==> config.mk <==
export PLATFORM = sky130hd
export DESIGN_NAME = multisim_poll_scheduler
export DESIGN_NICKNAME = d
export VERILOG_FILES = /design/src/rtl/multisim_poll_scheduler.sv
export SDC_FILE = /design/constraint.sdc
export NUM_CORES = 1
export LEC_CHECK = 0
export ABC_AREA = 1
export ABC_CLOCK_PERIOD_IN_PS = 1830
export CAP_MARGIN = 30
export CORE_AREA = 2 2 92 161
export DETAILED_ROUTE_END_ITERATION = 12
export DIE_AREA = 0 0 94 163
export MAX_ROUTING_LAYER = met4
export PLACE_DENSITY = 0.74
export SETUP_SLACK_MARGIN = 0.3
export SYNTH_ARGS = -nofsm -noshare
export SYNTH_HDL_FRONTEND = slang
export SYNTH_SLANG_ARGS = --single-unit
==> constraint.sdc <==
create_clock -name clk -period 1.83 [get_ports clk]
set_input_delay 0.183 -clock clk [delete_from_list [all_inputs] [get_ports clk]]
set_output_delay 0.183 -clock clk [all_outputs]
set_load 0.05 [all_outputs]
==> src/rtl/multisim_poll_scheduler.sv <==
// Round-robin scheduler that shares a single poll slot among NUM_CHANNELS clients,
// with a per-channel adaptive backoff that grows on empty polls and resets on hits.
module multisim_poll_scheduler #(
  parameter int NUM_CHANNELS       = 4,
  parameter int DELAY_WIDTH        = 16,
  parameter int DELAY_ACTIVE       = 0,
  parameter int DELAY_INACTIVE_MIN = 1,
  parameter int DELAY_INACTIVE_MAX = 1000,
  parameter int IDX_W              = $clog2(NUM_CHANNELS)
) (
  input  logic                    clk,
  input  logic                    rst_n,
  input  logic [NUM_CHANNELS-1:0] chan_req,
  output logic                    poll_vld,
  output logic [IDX_W-1:0]        poll_idx,
  input  logic                    poll_rdy,
  input  logic                    resp_vld,
  input  logic                    resp_hit,
  output logic [NUM_CHANNELS-1:0] chan_grant,
  output logic                    busy,
  output logic                    resp_err
);

  typedef enum logic [1:0] {
    S_IDLE,
    S_ISSUE,
    S_WAIT
  } state_t;

  state_t r_state;
  state_t w_state_next;

  logic [IDX_W-1:0] r_rr_ptr;
  logic [IDX_W-1:0] r_poll_idx;
  logic             r_poll_vld;
  logic             r_resp_err;

  logic [NUM_CHANNELS-1:0]                  w_elig;
  logic [NUM_CHANNELS-1:0][DELAY_WIDTH-1:0] w_last;
  logic                                     w_any_elig;
  logic [IDX_W-1:0]                         w_sel;
  logic                                     w_resp_done;
  logic [DELAY_WIDTH:0]                     w_dbl;
  logic [DELAY_WIDTH-1:0]                   w_prev;
  logic [DELAY_WIDTH-1:0]                   w_new_delay;

  function automatic logic [IDX_W-1:0] wrap_add(input logic [IDX_W-1:0] base, input int off);
    int s;
    s = int'(base) + off;
    if (s >= NUM_CHANNELS) s = s - NUM_CHANNELS;
    return IDX_W'(s);
  endfunction

  // Scan downward so the lowest offset from rr_ptr wins.
  always_comb begin
    w_sel      = r_rr_ptr;
    w_any_elig = 1'b0;
    for (int k = NUM_CHANNELS - 1; k >= 0; k--) begin
      if (w_elig[wrap_add(r_rr_ptr, k)]) begin
        w_sel      = wrap_add(r_rr_ptr, k);
        w_any_elig = 1'b1;
      end
    end
  end

  assign w_resp_done = (r_state == S_WAIT) && resp_vld;

  // Doubling at one extra bit so a large prev clamps instead of wrapping.
  assign w_prev = w_last[r_poll_idx];
  assign w_dbl  = {w_prev, 1'b0};

  always_comb begin
    w_new_delay = w_dbl[DELAY_WIDTH-1:0];
    if (resp_hit) begin
      w_new_delay = DELAY_WIDTH'(DELAY_ACTIVE);
    end else if (w_prev == '0) begin
      w_new_delay = DELAY_WIDTH'(DELAY_INACTIVE_MIN);
    end else if (w_dbl > (DELAY_WIDTH+1)'(DELAY_INACTIVE_MAX)) begin
      w_new_delay = DELAY_WIDTH'(DELAY_INACTIVE_MAX);
    end
  end

  always_comb begin
    w_state_next = r_state;
    case (r_state)
      S_IDLE:  if (w_any_elig) w_state_next = S_ISSUE;
      S_ISSUE: if (poll_rdy)   w_state_next = S_WAIT;
      S_WAIT:  if (resp_vld)   w_state_next = S_IDLE;
      default: w_state_next = S_IDLE;
    endcase
  end

  always_ff @(posedge clk or negedge rst_n) begin
    if (!rst_n) begin
      r_state    <= S_IDLE;
      r_poll_vld <= 1'b0;
      r_poll_idx <= '0;
      r_rr_ptr   <= '0;
      r_resp_err <= 1'b0;
    end else begin
      r_state <= w_state_next;
      if ((r_state == S_IDLE) && w_any_elig) begin
        r_poll_vld <= 1'b1;
        r_poll_idx <= w_sel;
      end else if ((r_state == S_ISSUE) && poll_rdy) begin
        r_poll_vld <= 1'b0;
      end
      if (w_resp_done) r_rr_ptr <= wrap_add(r_poll_idx, 1);
      if (resp_vld && (r_state != S_WAIT)) r_resp_err <= 1'b1;
    end
  end

  for (genvar gi = 0; gi < NUM_CHANNELS; gi++) begin : g_chan
    logic [DELAY_WIDTH-1:0] r_cnt;
    logic [DELAY_WIDTH-1:0] r_last;
    logic                   w_mine;
    logic                   w_load;

    assign w_mine = (r_poll_idx == IDX_W'(gi));
    assign w_load = w_resp_done && w_mine;

    // The channel owning the outstanding poll keeps its counter frozen.
    always_ff @(posedge clk or negedge rst_n) begin
      if (!rst_n) begin
        r_cnt  <= '0;
        r_last <= '0;
      end else if (w_load) begin
        r_cnt  <= w_new_delay;
        r_last <= w_new_delay;
      end else if (!((r_state != S_IDLE) && w_mine) && (r_cnt != '0)) begin
        r_cnt <= r_cnt - 1'b1;
      end
    end

    assign w_elig[gi]     = chan_req[gi] && (r_cnt == '0);
    assign w_last[gi]     = r_last;
    assign chan_grant[gi] = w_load;
  end

  assign poll_vld = r_poll_vld;
  assign poll_idx = r_poll_idx;
  assign busy     = (r_state != S_IDLE);
  assign resp_err = r_resp_err;

endmodule
==> flow_summary.json, run 1 <==
{
  "required_ns": 2.17,
  "cts_tree": "built",
  "start_util_pct": 53.62,
  "layout.cells.non_filler": 1417,
  "vias_per_cell": 5.752,
  "synth_ff_type": "dfrtp_1",
  "critPathLaunchType": "register",
  "worstMarginPinSlew_ns": 0.5767,
  "clkSinkCount": 136,
  "worstPathCellList": "buf_6 -> nand2_1 -> nand3_1 -> nand2_2 -> buf_4 -> nand2_1 -> nand3b_1 -> nor3_2 -> buf_6 -> nand2_2 -> o211ai_1",
  "end_kind": "register",
  "place_area_um2": 9076,
  "wl_per_cell_um": 18.11,
  "port_buffers": 17,
  "syn_to_final_growth_pct": 47.87,
  "synth_nets": 1054,
  "critPathMaxFanout": 8,
  "io_pins": 18,
  "seq_area_frac_synth_pct": 44.85,
  "ff2ff_setup_slack_ns": -0.47,
  "irDropWorstVdd_uv": 936.7,
  "cp_slowest_cell": "dfrtp_4",
  "gp_congestion": 1.038,
  "hp-class": "in -> async",
  "status": "complete, but fails checks",
  "core_area_um2": 14150,
  "wl_um": 25660,
  "crit_type": "reg -> reg",
  "hpwl_um": 15730,
  "grt_max_degree": 54,
  "holdWs_ns": 0.2810,
  "fin_worst_skew_ns": 0.008736,
  "drtPass1Iterations": 6,
  "die_h_um": 163,
  "num-nets-final": 1246,
  "synth_commonest_cells": "nand2_1, dfrtp_1, inv_1",
  "cts_buffers": 17,
  "yosysTopAreaCell": "dfrtp_1",
  "yosys.cell_count.top_type": "nand2_1",
  "cts-root-buf": "clkbuf_16",
  "synth_edf_count": 0,
  "worst_ep_arrival_time_ns": 2.64,
  "ant_nets": 0,
  "slowest_delay_ns": 0.59,
  "violations": "setup timing",
  "slew_headroom_pct": 61.55,
  "grt_pass1_vias": 7675,
  "num_antenna_cells": 0,
  "dpl.cell_count": 1337,
  "drt_first_iter_violations": 770,
  "dieArea_um2": 15320,
  "drive_gt1_share_pct": 37.19,
  "slew_viol_final": 0,
  "synth.ff_latch_count": 136,
  "drc": 0,
  "fin_util_pct": 79.28,
  "cp_num_buf_inv": 3,
  "grt_pass1_wl_um": 36580,
  "clk_latency_ns": 0.42,
  "power_density_nw_per_um2": 1427,
  "grt.total_usage_pct": 31.89,
  "cts.clk_slew.worst_paths_ns": 0.06,
  "rsz0062_at_grt": "yes",
  "antenna_found_initial": 0,
  "hold_viol": 0,
  "syn_area_um2": 7587,
  "finalCritPeriodShare_pct": 125.6,
  "placementRows": 58,
  "htreeDepth": 4,
  "fin_area_um2": 11220,
  "overflow": 0,
  "netlist.area_leader.share_pct": 44.85,
  "finalSetupViolations": 96,
  "via_count": 8151,
  "fill_cells": 881,
  "max_freq_mhz": 435.0,
  "finalCriticalPeriod_ns": 2.299,
  "yosysWarningCount": 0,
  "max-cap-violations": 0,
  "yosys-top-cells-area": "dfrtp_1, nand2_1, inv_1",
  "setup_ws_ns": -0.4686,
  "cp_top_family": "simple AND/OR/NAND/NOR gates",
  "avgSynthCellArea_um2": 7.345,
  "synthArstFlopShare_pct": 100.0,
  "p_leak_nw": 5.529,
  "synth_cell_type_count": 38,
  "die_w_um": 94,
  "clockBufferDepth": 2,
  "netlist_instances": 1033,
  "fin_tns_setup_ns": -29.15
}
placed cells by master (no fill, tap or decap), types with 5 or more instances in the layout:
cell type,n
nand3_2,31
dfrtp_1,130
a22oi_1,8
a21oi_1,22
clkdlybuf4s50_1,7
nor2_1,72
nand3b_1,5
nand2_2,47
o211ai_1,10
clkbuf_16,18
buf_12,14
nor2_4,21
ha_1,5
a21oi_2,12
nand2_4,13
inv_2,22
inv_1,92
inv_4,7
nor2_2,24
o21ai_0,47
nor3_1,8
nand2_1,249
o31ai_1,6
nand3_4,10
buf_6,33
o21ai_2,6
nand3_1,47
o21ai_1,15
nand4_1,13
xor2_1,21
buf_4,143
ha_4,5
sequential cells by signal (all words and copies together) (netlist names):
register	flops
poll_idx	2
r_state	2
g_chan.r_last	64
poll_vld	1
r_rr_ptr	2
g_chan.r_cnt	64
resp_err	1
worst reg2reg max path, delay by kind of cell (launching register included):
| kind | cells | cell delay, ns |
|---|---|---|
| AO/OA/AOI/OAI | 1 | 0.08 |
| AND/OR/NAND/NOR | 7 | 1.06 |
| flip-flops | 1 | 0.59 |
| buffers and inverters | 3 | 0.47 |
stage by stage:
step / worst slack [ns] / total power, W
2_1_floorplan: -0.07192 / 0.008037
3_3_place_gp: -0.2142 / 0.01020
3_5_place_dp: -0.2596 / 0.01034
4_1_cts: -0.2164 / 0.01447
5_1_grt: -0.5272 / 0.01684
6_report: -0.4686 / 0.01602
cells by family after synthesis:
| kind of cell | count (synthesis) | share of synthesized area, % |
|---|---|---|
| buffers and inverters | 160 | 8.724 |
| AO/OA/AOI/OAI | 145 | 10.83 |
| adder cells (fa/ha/maj) | 12 | 1.979 |
| AND/OR/NAND/NOR | 556 | 30.84 |
| XOR/XNOR | 24 | 2.771 |
| flip-flops | 136 | 44.85 |
report_power, final:
part	internal [W]	switching, W
clock	0.00224	0.00135
sequential	0.00394	0.000867
combinational	0.00328	0.00433
total	0.00946	0.00655
final timing paths:
path,endpoint,cells past startpoint,from
worst max-delay path,g_chan[2].r_cnt[0],11,poll_idx[0]
worst min-delay path,g_chan[2].r_cnt[8],2,rst_n
worst max register to register,g_chan[2].r_cnt[0],11,poll_idx[0]
worst min register to register,resp_err,1,resp_err
max in group asynchronous,poll_idx[1],3,rst_n
min in group clk,r_state[1],3,poll_rdy
final cells by class:
cell class | instances | area (um^2) | area share (%)
Clock buffer | 20 | 466.7 | 4.160
Clock inverter | 11 | 147.6 | 1.316
Inverter | 126 | 528.0 | 4.706
Multi-Input combinational cell | 737 | 4511 | 40.20
Sequential cell | 136 | 3416 | 30.45
Tap cell | 180 | 225.2 | 2.007
Timing Repair Buffer | 205 | 1908 | 17.01
Timing Repair inverter | 2 | 17.52 | 0.1561
metal layers:
layer	wire [um]	vias to the layer above	track usage, %	part of all wire (%)
met3	1317	132	4.304	5.1
met2	13640	381	55.84	53
met1	9234	3927	34.83	36
met5	0	-	-	0
met4	1470	0	16.21	5.7
li1	-	3711	-	-
timing repair:
item,in CTS,in global routing
setup buffers,15,27
hold buffers,1,0
endpoints found under the hold margin,48,0
resized for setup,110,213
gates cloned,2,4
endpoints found under the setup margin,141,139
pin swaps,21,61
Note: power is estimated with default switching activity, not from simulation.
==> run 2: changes to the inputs <==
--- a/config.mk
+++ b/config.mk
@@ -7,7 +7,6 @@
 export LEC_CHECK = 0
 export ABC_AREA = 1
 export ABC_CLOCK_PERIOD_IN_PS = 1830
-export CAP_MARGIN = 30
 export CORE_AREA = 2 2 92 161
 export DETAILED_ROUTE_END_ITERATION = 12
 export DIE_AREA = 0 0 94 163
==> results of run 2 <==
Same layout as run 1: the final DEF is identical, and so are final timing and power.
==> run 3: changes to the inputs <==
--- a/config.mk
+++ b/config.mk
@@ -6,12 +6,12 @@
 export NUM_CORES = 1
 export LEC_CHECK = 0
 export ABC_AREA = 1
-export ABC_CLOCK_PERIOD_IN_PS = 1830
+export ABC_CLOCK_PERIOD_IN_PS = 2630
 export CORE_AREA = 2 2 92 161
 export DETAILED_ROUTE_END_ITERATION = 12
 export DIE_AREA = 0 0 94 163
 export MAX_ROUTING_LAYER = met4
-export PLACE_DENSITY = 0.74
+export PLACE_DENSITY = 0.83
 export SETUP_SLACK_MARGIN = 0.3
 export SYNTH_ARGS = -nofsm -noshare
 export SYNTH_HDL_FRONTEND = slang
==> constraint.sdc (replaced) <==
create_clock -name clk -period 2.63 [get_ports clk]
set_input_delay 0.263 -clock clk [delete_from_list [all_inputs] [get_ports clk]]
set_output_delay 0.263 -clock clk [all_outputs]
set_load 0.05 [all_outputs]
==> run 3 against run 2 <==
Effect of this change:
- the flow now finishes without violations
- setup slack gained 0.81 ns
- flip-flop and latch count unchanged
- combinational power decreased by 58%
- utilization is 18 points lower
- critical path depth down 1
- largest cell class unchanged
- largest power group is now sequential cells
==> flow_summary.json, run 3 (synthesis results as in run 1) <==
{
  "crit_type": "reg -> reg",
  "wl_per_cell_um": 15.87,
  "cts_buffers": 17,
  "critPathMaxFanout": 38,
  "cts.clk_slew.worst_paths_ns": 0.06,
  "layout.cells.non_filler": 1248,
  "antenna_found_initial": 0,
  "io_pins": 18,
  "grt_pass1_wl_um": 33000,
  "required_ns": 2.96,
  "drt_first_iter_violations": 539,
  "seqCellArea_um2": 3405,
  "via_count": 6901,
  "critPathLaunchType": "register",
  "finalCritPeriodShare_pct": 86.99,
  "hold_viol": 0,
  "layout_common_cells": "nand2_1, dfrtp_1, inv_1",
  "cts-root-buf": "clkbuf_16",
  "cts_tree": "built",
  "postCtsSetupBuffers": 0,
  "htreeDepth": 4,
  "placementRows": 58,
  "hpwl_um": 13840,
  "clkSinkCount": 136,
  "holdWs_ns": 0.3836,
  "largest_registers": "g_chan.r_cnt x64, g_chan.r_last x64",
  "core_area_um2": 14150,
  "finalCriticalPeriod_ns": 2.288,
  "status": "finished, final reports clean",
  "ant_nets": 0,
  "dpl.cell_count": 1216,
  "start_util_pct": 53.62,
  "drc": 0,
  "wl_um": 19810,
  "fill_cells": 1235,
  "finalSetupViolations": 0,
  "fin_worst_skew_ns": 0.007405,
  "p_leak_nw": 4.481,
  "num-nets-final": 1077,
  "clockBufferDepth": 2,
  "gp_congestion": 0.9839,
  "slew_viol_final": 0,
  "vias_per_cell": 5.530,
  "cp_common_cell": "nand2_1",
  "fin_tns_setup_ns": 0,
  "hp-class": "in -> async",
  "overflow": 0,
  "worstMarginPinSlew_ns": 0.5757,
  "die_w_um": 94,
  "syn_to_final_growth_pct": 14.46,
  "die_h_um": 163,
  "power_density_nw_per_um2": 1031,
  "clk_latency_ns": 0.42,
  "final_common_cell": "nand2_1",
  "slew_headroom_pct": 61.62,
  "grt.total_usage_pct": 28.23,
  "power_w": 0.008950,
  "dieArea_um2": 15320,
  "max_freq_mhz": 437.1,
  "cp_slowest_cell": "nor3_2",
  "num_antenna_cells": 0,
  "irDropWorstVdd_uv": 582.3,
  "grt_max_degree": 60,
  "worst_ep_arrival_time_ns": 2.61,
  "drive_gt1_share_pct": 7.865,
  "worstPathCellList": "buf_12 -> nand2_1 -> nand3_1 -> nand2_1 -> nand2_1 -> nor2_1 -> nand3b_1 -> nor3_2 -> nand2_1 -> o211ai_1",
  "grt_pass1_vias": 6857,
  "max-cap-violations": 0,
  "slowest_delay_ns": 0.49,
  "end_kind": "register",
  "port_buffers": 17,
  "rsz0062_at_grt": "yes",
  "drtPass1Iterations": 6,
  "multi_input_area_um2": 3558
}
## run 3: changes by cell type in the layout (fill, tap and decap cells not counted), sizes merged
cell / change
buf: -168
clkbuf: -2
clkdlybuf4s50: +4
clkinv: +5
dlygate4sd2: -2
inv: -6
## run 3: worst paths after layout
check,start,endpoint,slack [ns],cells past startpoint
worst min-delay path,rst_n,g_chan[0].r_cnt[13],0.38,2
worst max register to register,poll_idx[0],g_chan[1].r_cnt[0],0.34,10
min in group clk,resp_err,resp_err,0.47,1
worst max-delay path,poll_idx[0],g_chan[1].r_cnt[0],0.34,10
max in group asynchronous,rst_n,poll_idx[0],1.45,4
worst min register to register,resp_err,resp_err,0.47,1
## run 3: cell type report
type / instances / area share, %
Clock buffer: 19 / 5.215
Clock inverter: 12 / 1.743
Inverter: 126 / 5.691
Multi-Input combinational cell: 737 / 40.97
Sequential cell: 136 / 39.20
Tap cell: 180 / 2.593
Timing Repair Buffer: 38 / 4.581
## run 3: routing by layer
| metal | GRT usage (%) | share of wire, % | vias to the layer above |
|---|---|---|---|
| met5 | - | 0 | - |
| met4 | 11.86 | 3.2 | 0 |
| met3 | 4.442 | 3.7 | 54 |
| met2 | 48.12 | 53 | 174 |
| met1 | 32.85 | 40 | 3300 |
| li1 | - | - | 3373 |
## run 3: critical path: cells and delay by family (launching register included)
family          cells  cell delay [ns]
compound gates      1             0.14
buf+inv             1             0.19
flops               1             0.46
simple gates        8             1.38
## run 3: timing repair
item                       4_1_cts  5_1_grt
hold endpoints to repair        56        0
hold buffers                     1        0
pin swaps                        0        0
setup endpoints to repair        2       62
gates resized for setup          2       17
## run 3: power by group
group	internal (W)	switching (W)
clock network	0.00153	0.000925
logic	0.00113	0.00204
registers	0.00274	0.000578
total	0.00540	0.00355
## run 3: through the flow
step,instance area [um^2],util (%),worst slack (ns)
2_1_floorplan,7587,-,0.3717
3_3_place_gp,8010,56.60,0.3561
6_report,8685,61.37,0.3422
5_1_grt,8685,61.37,0.2660
3_5_place_dp,8010,56.60,0.3462
4_1_cts,8633,61.01,0.3238
